$ cat config.mk
export PLATFORM = sky130hd
export DESIGN_NAME = ofdm_pilot_mapper_flat
export DESIGN_NICKNAME = d
export VERILOG_FILES = /design/src/rtl/ofdm_pilot_mapper_if.sv /design/src/rtl/ofdm_pilot_mapper.sv /design/src/flat_wrapper.sv
export SDC_FILE = /design/constraint.sdc
export NUM_CORES = 1
export LEC_CHECK = 0
export ABC_CLOCK_PERIOD_IN_PS = 3000
export CORE_UTILIZATION = 55
export DETAILED_ROUTE_END_ITERATION = 12
export DONT_BUFFER_PORTS = 1
export PLACE_DENSITY_LB_ADDON = 0.08
export SLEW_MARGIN = 10
export SYNTH_ARGS = -nofsm -noshare
export SYNTH_HDL_FRONTEND = slang
export SYNTH_SLANG_ARGS = --single-unit
$ cat constraint.sdc
create_clock -name clk -period 3 [get_ports clk]
set_input_delay 0.3 -clock clk [delete_from_list [all_inputs] [get_ports clk]]
set_output_delay 0.3 -clock clk [all_outputs]
set_load 0.03 [all_outputs]
$ cat src/rtl/ofdm_pilot_mapper_if.sv
// Stream and control bundle between the pilot mapper and its neighbours.
// The slave side is the mapper; the master side feeds data and drains symbols.
interface ofdm_pilot_mapper_if #(
    parameter int Q = 16
);
    logic                frame_start;
    logic [7:0]          n_sym;
    logic                busy;
    logic                in_valid;
    logic                in_ready;
    logic signed [Q-1:0] in_re;
    logic signed [Q-1:0] in_im;
    logic                out_valid;
    logic                out_ready;
    logic signed [Q-1:0] out_re;
    logic signed [Q-1:0] out_im;
    logic [5:0]          out_idx;
    logic                out_sos;
    logic                out_sof;

    modport slave (
        input  frame_start, n_sym, in_valid, in_re, in_im, out_ready,
        output busy, in_ready, out_valid, out_re, out_im, out_idx, out_sos, out_sof
    );

    modport master (
        output frame_start, n_sym, in_valid, in_re, in_im, out_ready,
        input  busy, in_ready, out_valid, out_re, out_im, out_idx, out_sos, out_sof
    );
endinterface

$ cat src/rtl/ofdm_pilot_mapper.sv
// Builds 64-bin OFDM symbols for the transmit IFFT: training symbols, then data
// symbols with LFSR-signed BPSK pilots and nulled DC/guard bins.
module ofdm_pilot_mapper #(
    parameter int          N_PRE    = 2,
    parameter int          Q_int    = 7,
    parameter int          Q_dec    = 9,
    parameter logic [63:0] PRE_SIGN = 64'h0
) (
    input logic                clk,
    input logic                rst,
    ofdm_pilot_mapper_if.slave bus
);
    localparam int Q     = Q_int + Q_dec;
    localparam int ONE_I = 1 << Q_dec;
    localparam logic signed [Q-1:0] ONE_P = ONE_I[Q-1:0];
    localparam logic signed [Q-1:0] ONE_N = -ONE_P;

    typedef enum logic [1:0] {IDLE, PRE, DATA} state_t;

    state_t              state_q, state_d;
    logic [5:0]          k_q, k_d;
    logic [7:0]          sym_q, sym_d;
    logic [7:0]          n_sym_q, n_sym_d;
    logic [6:0]          lfsr_q, lfsr_d;
    logic                pol_q, pol_d;
    logic                out_valid_q, out_valid_d;
    logic signed [Q-1:0] out_re_q, out_re_d;
    logic signed [Q-1:0] out_im_q, out_im_d;
    logic [5:0]          out_idx_q, out_idx_d;
    logic                out_sos_q, out_sos_d;
    logic                out_sof_q, out_sof_d;

    logic [63:0]         null_mask;
    logic [63:0]         pilot_mask;
    logic                is_null, is_pilot, is_data;
    logic                adv, avail, load, fb;
    logic signed [Q-1:0] smp_re, smp_im;

    genvar gi;
    generate
        for (gi = 0; gi < 64; gi++) begin : g_bin
            assign null_mask[gi]  = (gi == 0) || (gi >= 27 && gi <= 37);
            assign pilot_mask[gi] = (gi == 7) || (gi == 21) || (gi == 43) || (gi == 57);
        end
    endgenerate

    assign is_null  = null_mask[k_q];
    assign is_pilot = pilot_mask[k_q];
    assign is_data  = !is_null && !is_pilot;

    // A data bin only has a sample when upstream offers one; everything else is self-generated.
    assign adv   = !out_valid_q || bus.out_ready;
    assign avail = (state_q == PRE) || ((state_q == DATA) && (!is_data || bus.in_valid));
    assign load  = adv && avail;
    assign fb    = lfsr_q[6] ^ lfsr_q[3];

    assign bus.in_ready  = (state_q == DATA) && is_data && adv;
    assign bus.busy      = (state_q != IDLE);
    assign bus.out_valid = out_valid_q;
    assign bus.out_re    = out_re_q;
    assign bus.out_im    = out_im_q;
    assign bus.out_idx   = out_idx_q;
    assign bus.out_sos   = out_sos_q;
    assign bus.out_sof   = out_sof_q;

    always_comb begin
        smp_re = '0;
        smp_im = '0;
        if (state_q == PRE && !is_null) begin
            smp_re = PRE_SIGN[k_q] ? ONE_N : ONE_P;
        end else if (state_q == DATA && is_data) begin
            smp_re = bus.in_re;
            smp_im = bus.in_im;
        end else if (state_q == DATA && is_pilot) begin
            // Bin 57 carries base -1, so its sign is the inverse of the symbol polarity.
            smp_re = (pol_q ^ (k_q == 6'd57)) ? ONE_N : ONE_P;
        end
    end

    always_comb begin
        state_d     = state_q;
        k_d         = k_q;
        sym_d       = sym_q;
        n_sym_d     = n_sym_q;
        lfsr_d      = lfsr_q;
        pol_d       = pol_q;
        out_valid_d = out_valid_q;
        out_re_d    = out_re_q;
        out_im_d    = out_im_q;
        out_idx_d   = out_idx_q;
        out_sos_d   = out_sos_q;
        out_sof_d   = out_sof_q;

        if (adv) out_valid_d = load;

        if (load) begin
            out_re_d  = smp_re;
            out_im_d  = smp_im;
            out_idx_d = k_q;
            out_sos_d = (k_q == 6'd0);
            out_sof_d = (state_q == PRE) && (sym_q == 8'd0) && (k_q == 6'd0);
            k_d       = k_q + 6'd1;
            if (state_q == DATA && k_q == 6'd0) begin
                lfsr_d = {lfsr_q[5:0], fb};
                pol_d  = fb;
            end
            if (k_q == 6'd63) begin
                sym_d = sym_q + 8'd1;
                if (state_q == PRE && sym_q == 8'(N_PRE - 1)) begin
                    sym_d   = 8'd0;
                    state_d = (n_sym_q != 8'd0) ? DATA : IDLE;
                end else if (state_q == DATA && sym_q == n_sym_q - 8'd1) begin
                    sym_d   = 8'd0;
                    state_d = IDLE;
                end
            end
        end

        if (state_q == IDLE && bus.frame_start) begin
            state_d = PRE;
            n_sym_d = bus.n_sym;
            k_d     = 6'd0;
            sym_d   = 8'd0;
            lfsr_d  = 7'h7F;
            pol_d   = 1'b0;
        end
    end

    always_ff @(posedge clk) begin
        if (rst) begin
            state_q     <= IDLE;
            k_q         <= 6'd0;
            sym_q       <= 8'd0;
            n_sym_q     <= 8'd0;
            lfsr_q      <= 7'h7F;
            pol_q       <= 1'b0;
            out_valid_q <= 1'b0;
            out_re_q    <= '0;
            out_im_q    <= '0;
            out_idx_q   <= 6'd0;
            out_sos_q   <= 1'b0;
            out_sof_q   <= 1'b0;
        end else begin
            state_q     <= state_d;
            k_q         <= k_d;
            sym_q       <= sym_d;
            n_sym_q     <= n_sym_d;
            lfsr_q      <= lfsr_d;
            pol_q       <= pol_d;
            out_valid_q <= out_valid_d;
            out_re_q    <= out_re_d;
            out_im_q    <= out_im_d;
            out_idx_q   <= out_idx_d;
            out_sos_q   <= out_sos_d;
            out_sof_q   <= out_sof_d;
        end
    end
endmodule

$ cat src/flat_wrapper.sv
// flat-port wrapper written by rule: the top's interface ports become plain ports
module ofdm_pilot_mapper_flat 
#(
    parameter int          N_PRE    = 2,
    parameter int          Q_int    = 7,
    parameter int          Q_dec    = 9,
    parameter logic [63:0] PRE_SIGN = 64'h0
)
  (clk, rst, bus_frame_start, bus_n_sym, bus_in_valid, bus_in_re, bus_in_im, bus_out_ready, bus_busy, bus_in_ready, bus_out_valid, bus_out_re, bus_out_im, bus_out_idx, bus_out_sos, bus_out_sof);
  ofdm_pilot_mapper_if #(.Q((16))) bus_i ();
  input logic clk;
  input logic rst;
  input wire logic [$bits(bus_i.frame_start)-1:0] bus_frame_start;
  input wire logic [$bits(bus_i.n_sym)-1:0] bus_n_sym;
  input wire logic [$bits(bus_i.in_valid)-1:0] bus_in_valid;
  input wire logic [$bits(bus_i.in_re)-1:0] bus_in_re;
  input wire logic [$bits(bus_i.in_im)-1:0] bus_in_im;
  input wire logic [$bits(bus_i.out_ready)-1:0] bus_out_ready;
  output wire logic [$bits(bus_i.busy)-1:0] bus_busy;
  output wire logic [$bits(bus_i.in_ready)-1:0] bus_in_ready;
  output wire logic [$bits(bus_i.out_valid)-1:0] bus_out_valid;
  output wire logic [$bits(bus_i.out_re)-1:0] bus_out_re;
  output wire logic [$bits(bus_i.out_im)-1:0] bus_out_im;
  output wire logic [$bits(bus_i.out_idx)-1:0] bus_out_idx;
  output wire logic [$bits(bus_i.out_sos)-1:0] bus_out_sos;
  output wire logic [$bits(bus_i.out_sof)-1:0] bus_out_sof;
  assign bus_i.frame_start = bus_frame_start;
  assign bus_i.n_sym = bus_n_sym;
  assign bus_i.in_valid = bus_in_valid;
  assign bus_i.in_re = bus_in_re;
  assign bus_i.in_im = bus_in_im;
  assign bus_i.out_ready = bus_out_ready;
  assign bus_busy = bus_i.busy;
  assign bus_in_ready = bus_i.in_ready;
  assign bus_out_valid = bus_i.out_valid;
  assign bus_out_re = bus_i.out_re;
  assign bus_out_im = bus_i.out_im;
  assign bus_out_idx = bus_i.out_idx;
  assign bus_out_sos = bus_i.out_sos;
  assign bus_out_sof = bus_i.out_sof;
  ofdm_pilot_mapper #(.N_PRE(N_PRE), .Q_int(Q_int), .Q_dec(Q_dec), .PRE_SIGN(PRE_SIGN)) u_core (.clk(clk), .rst(rst), .bus(bus_i));
endmodule
==> results of run 1 <==
-- timing repair --
action / 4_1_cts / 5_1_grt
setup endpoints to repair: 0 / 0
hold buffers: 0 / 1
endpoints found under the hold margin: 0 / 8
-- cells in the mapped netlist (all sizes together), types with 2 or more instances --
master   number
a22oi        25
mux2i         6
xor2         12
ha            8
dfxtp        75
nor3b         4
nor4          5
clkbuf       17
nand3b        2
a2bb2oi       6
or4           4
or3           5
nand4         4
nand3         8
nand2        43
a21o          2
a2111oi       2
nor2b         2
and3          4
buf           6
o21ai         6
a21oi        23
xnor2        14
inv           9
nor2         65
a32oi         2
mux2          2
nand2b        2
and2          3
nor3         10
-- sequential cells by signal, indices dropped and copies added (netlist names), 2 cells and up --
signal              count
u_core.bus.out_idx      6
u_core.bus.out_im      16
u_core.bus.out_re      16
u_core.k_q              6
u_core.lfsr_q           7
u_core.n_sym_q          8
u_core.state_q          2
u_core.sym_q            8
-- per-layer routing --
layer  track usage, %  part of all wire [%]
met1             31.3                    46
met2             36.6                    45
met3             6.63                   7.7
met4             9.82                   1.3
met5                0                     0
-- cell families (layout without fill, tap and decap cells) --
logic type,Yosys count,count (layout),share of synthesized area (%)
simple gates,166,166,23.4
fa+ha+maj,8,8,3.00
flops,75,75,44.9
xor+xnor,27,27,7.49
compound gates,72,72,14.7
buf+inv,32,32,3.97
mux,8,8,2.47
-- path summary, 6_finish.rpt --
| path | cells after the start | endpoint | slack (ns) | from |
|---|---|---|---|---|
| hold reg to reg | 2 | u_core.lfsr_q[4] | 0.48 | u_core.lfsr_q[4] |
| hold / removal | 1 | u_core.bus.out_im[8] | 0.02 | rst |
| setup reg to reg | 8 | u_core.sym_q[6] | 0.43 | u_core.n_sym_q[0] |
| setup / recovery | 8 | u_core.sym_q[6] | 0.43 | u_core.n_sym_q[0] |
-- worst max-delay path, cell delays in order, from the launching register on --
cell and delay [ns]:
dfxtp_1 0.43, inv_1 0.09, ha_1 0.24, nor3b_1 0.16, xnor2_1 0.12, a2111oi_0 0.57, a32oi_1 0.23, o21ai_1 0.50
nor2_1 0.10
-- per-stage QoR --
stage               setup slack (ns)  std cells
floorplan                      0.715        388
global placement               0.603        446
detailed placement             0.411        446
CTS                            0.409        462
global route                   0.191        463
finish                         0.429        463
-- layout make-up --
type / instances / area, µm²
fillers: 533 / 2270
multi-input cells: 281 / 1710
flip-flops and latches: 75 / 1500
clock buffers: 10 / 138
well taps: 75 / 93.8
clock inverters: 6 / 88.8
repair buffers: 7 / 55.1
inverters: 9 / 33.8
-- power by group through the flow --
stage | Clock, mW | Sequential, mW | Combinational, mW
5_1_grt | 0.929 | 1.04 | 0.154
6_report | 0.873 | 1.04 | 0.138
3_5_place_dp | 0 | 1.06 | 0.134
4_1_cts | 0.883 | 1.04 | 0.136
3_3_place_gp | 0 | 1.06 | 0.134
2_1_floorplan | 0 | 1.05 | 0.120
==> impl_metrics.tcl, run 1 <==
set metrics [dict create \
    outcome "finished with violations" \
    violations "DRC" \
    critPathArrivalTime_ns 2.79 \
    yosys_register_bits 75 \
    htree_levels 3 \
    async_flop_share_pct 0 \
    seq_area_frac_synth_pct 44.9 \
    layout_common_cells "dfxtp_1, nor2_1, nand2_1" \
    seqPwrFrac_pct 50.6 \
    cp.required_ns 3.22 \
    nets 436 \
    synth_area_leaders "dfxtp_1, nor2_1, a22oi_1" \
    portBuffers 0 \
    vias 2647 \
    fp.dieH_um 79.9 \
    antenna_found_initial 0 \
    utilization_pct 61.5 \
    synth_area_leader_cell "dfxtp_1" \
    p_int_mw 1.55 \
    avgSynthCellArea_um2 8.61 \
    die_w_um 79.9 \
    fmax_mhz 389 \
    coreArea_um2 5890 \
    synth_flop_cell "dfxtp_1" \
    setup_viol 0 \
    cts_tree "built" \
    insertion_delay_ns 0.35 \
    fin_crit_sh_pct 85.7 \
    wirelength_um 7290 \
    clockPowerShare_pct 42.6 \
    leakagePower_nw 1.32 \
    stdcell_area_um2 3620 \
    netlist.area_leader.share_pct 44.9 \
    critical_path_class "reg2reg" \
    final.setup_skew_ns 0.00868 \
    cts_made_buffers 9 \
    yosys_warnings 0 \
    place_area_um2 3380 \
    crit_path_max_fanout 8 \
    grtUsageTotal_pct 23.8 \
    ios 88 \
    p_sw_share_pct 24.2 \
    dieArea_um2 6390 \
    hold_violations 0 \
    vias_per_cell 5.72 \
    syn2layout_area_growth_pct 8.28 \
    synthesis.area_um2 3340 \
    rows 28 \
    grt_first_pass_wirelength_um 11700 \
    gp_congestion 0.881 \
    cts.sinks 75 \
    netlist_instances 388 \
    cts_root_buffer "clkbuf_8" \
    gr-total-overflow 0 \
    hp-class "in2reg" \
    dp_hpwl_um 4970 \
    min_period_ns 2.57 \
    mostFrequentLayoutCell "dfxtp_1" \
    tns_ns 0 \
    p_per_area_nw_per_um2 566 \
    drt_pass1_iterations 8 \
    end_kind "register" \
    timing.slew.headroom_pct 50.8 \
    clock_path_buffers 2 \
    p_switching_mw 0.494 \
    post_cts_buffers 0 \
    initial_core_util_pct 56.8 \
    tightest_slew_ns 0.731 \
    startpoint_type "register" \
    route.detailed.drc 1 \
    cts_resized 0 \
    rsz0062_at_grt "false" \
    grt_max_degree 55 \
    first_global_vias 2422 \
    drtIter0Drc 208 \
    comb_power_share_pct 6.7 \
    wire_per_inst_um 15.7 \
    ant_nets 0 \
    clkTransAtPathRegs_ns 0.08 \
    drv_slew 0 \
    power_mw 2.05 \
    layout-drive-gt1-share_pct 7.99 \
    syn_nets 441 \
    holdWs_ns 0.0221 \
    synth.distinct_cells 49 \
    max_cap_violations 0 \
    synth-edff-count 0 \
    diodes 0 \
    irDropWorstVdd_v 0.000427 \
]
(Power assumes the default switching activity.)
==> run 2: changes to the inputs <==
--- a/config.mk
+++ b/config.mk
@@ -5,7 +5,7 @@
 export SDC_FILE = /design/constraint.sdc
 export NUM_CORES = 1
 export LEC_CHECK = 0
-export ABC_CLOCK_PERIOD_IN_PS = 3000
+export ABC_CLOCK_PERIOD_IN_PS = 2800
 export CORE_UTILIZATION = 55
 export DETAILED_ROUTE_END_ITERATION = 12
 export DONT_BUFFER_PORTS = 1
==> constraint.sdc (replaced) <==
create_clock -name clk -period 2.8 [get_ports clk]
set_input_delay 0.28 -clock clk [delete_from_list [all_inputs] [get_ports clk]]
set_output_delay 0.28 -clock clk [all_outputs]
set_load 0.03 [all_outputs]
==> impl_metrics.tcl, run 2 (synthesis gave the netlist of run 1 again) <==
set metrics [dict create \
    setup_viol 0 \
    timing.slew.headroom_pct 54.8 \
    initial_core_util_pct 56.8 \
    hp-class "in2reg" \
    crit_path_max_fanout 11 \
    min_period_ns 2.44 \
    worstHoldStart "bus_n_sym[3]" \
    cts_root_buffer "clkbuf_8" \
    met1_length_um 3390 \
    drv_slew 0 \
    leakagePower_nw 1.33 \
    fin_crit_sh_pct 87.0 \
    fmax_mhz 411 \
    layout_common_cells "dfxtp_1, nor2_1, nand2_1" \
    htree_levels 3 \
    min_to "u_core.n_sym_q[3]" \
    irDropWorstVdd_v 0.000424 \
    diodes 0 \
    power_mw 2.10 \
    reg2reg_slack_ns 0.36 \
    cp.required_ns 3.06 \
    grt_max_degree 51 \
    ios 88 \
    clock_path_buffers 2 \
    mostFrequentLayoutCell "dfxtp_1" \
    rows 28 \
    route.detailed.drc 1 \
    dr_wl_met3_um 511 \
    regToRegEndpoint "u_core.is_null" \
    portBuffers 0 \
    drt_pass1_iterations 8 \
    outcome "finished with violations" \
    final.setup_skew_ns 0.00748 \
    highest_layer "met4" \
    rsz0062_at_grt "false" \
    layout-drive-gt1-share_pct 8.72 \
    violations "DRC" \
    syn2layout_area_growth_pct 8.28 \
    critical_path_class "reg2reg" \
    grt_first_pass_wirelength_um 11700 \
    tightest_slew_ns 0.672 \
    first_global_vias 2477 \
    startpoint_type "register" \
    drtIter0Drc 192 \
    dp_hpwl_um 5000 \
    cts_made_buffers 9 \
    cts.sinks 75 \
    die_w_um 79.9 \
    nets 438 \
    wire_per_inst_um 15.5 \
    post_cts_buffers 0 \
    ant_nets 0 \
    fp.dieH_um 79.9 \
    tns_ns 0 \
    wl_met2_um 3130 \
    coreArea_um2 5890 \
    grtUsageTotal_pct 24.1 \
    vias_per_cell 5.69 \
    vias 2644 \
    clkTransAtPathRegs_ns 0.08 \
    rr_worst_depth 6 \
    p_per_area_nw_per_um2 581 \
    r2r_start "u_core.state_q[0]" \
    holdPathStages 2 \
    gr-total-overflow 0 \
    insertion_delay_ns 0.35 \
    dieArea_um2 6390 \
    antenna_found_initial 0 \
    hold_violations 0 \
    gp_congestion 0.895 \
    end_kind "register" \
    critPathArrivalTime_ns 2.70 \
    cts_tree "built" \
    max_cap_violations 0 \
    wirelength_um 7190 \
]
[run 2: cell types whose count changed in the layout (fill, tap and decap cells not counted)]
cell           change
buf_12             +1
buf_4              +2
bufinv_16          -1
clkbuf_8           -1
clkinv_4           +2
clkinvlp_4         -1
dlygate4sd3_1      -1
inv_6              +1
[run 2: metal layers]
layer | track usage [%] | vias up
met5 | 0 | -
met4 | 11.6 | 0
met3 | 8.34 | 17
met2 | 34.7 | 82
met1 | 31.8 | 1198
li1 | - | 1347
[run 2: area by class of cell]
type / count / area [µm²]
clock buffers: 9 / 124
clock inverters: 7 / 77.6
fillers: 540 / 2270
inverters: 9 / 33.8
multi-input cells: 281 / 1710
flip-flops and latches: 75 / 1500
well taps: 75 / 93.8
repair buffers: 9 / 80.1
[run 2: stage by stage]
step	setup WS, ns	instance area [µm²]	hold slack [ns]	std cells	util (%)
3_3_place_gp	0.440	3400	0.355	448	57.7
6_report	0.365	3620	0.0512	465	61.5
5_1_grt	0.254	3620	0.0485	465	61.5
4_1_cts	0.369	3620	0.0362	465	61.5
2_1_floorplan	0.515	3340	0.416	388	-
3_5_place_dp	0.382	3400	0.355	448	57.7
[run 2: power by group]
| group | switching [mW] | total [mW] | internal [mW] |
|---|---|---|---|
| registers | 0.0292 | 1.11 | 1.08 |
| logic | 0.0987 | 0.158 | 0.0597 |
| clock network | 0.415 | 0.832 | 0.417 |
| total | 0.543 | 2.10 | 1.56 |
[run 2: how the worst max path moves through the flow]
stage	startpoint	cells after the start	to
after floorplan	u_core.bus.out_valid	6	u_core.is_null
after global placement	u_core.state_q[0]	6	u_core.is_null
after detailed placement	u_core.state_q[0]	6	u_core.is_null
after CTS	u_core.state_q[0]	6	u_core.is_null
after global routing	u_core.state_q[0]	6	u_core.is_null
final	u_core.state_q[0]	6	u_core.is_null
[run 2: what timing repair did]
action	CTS	global route
hold buffers	1	0
gates resized for setup	0	0
endpoints found under the hold margin	50	0
[run 2: critical path, cell delays in order, from the launching register on]
cell and delay [ns]:
dfxtp_1 0.42, or4_1 0.60, and4_1 0.22, and3_1 0.19
xnor2_1 0.18, or4_4 0.51, o311ai_2 0.24
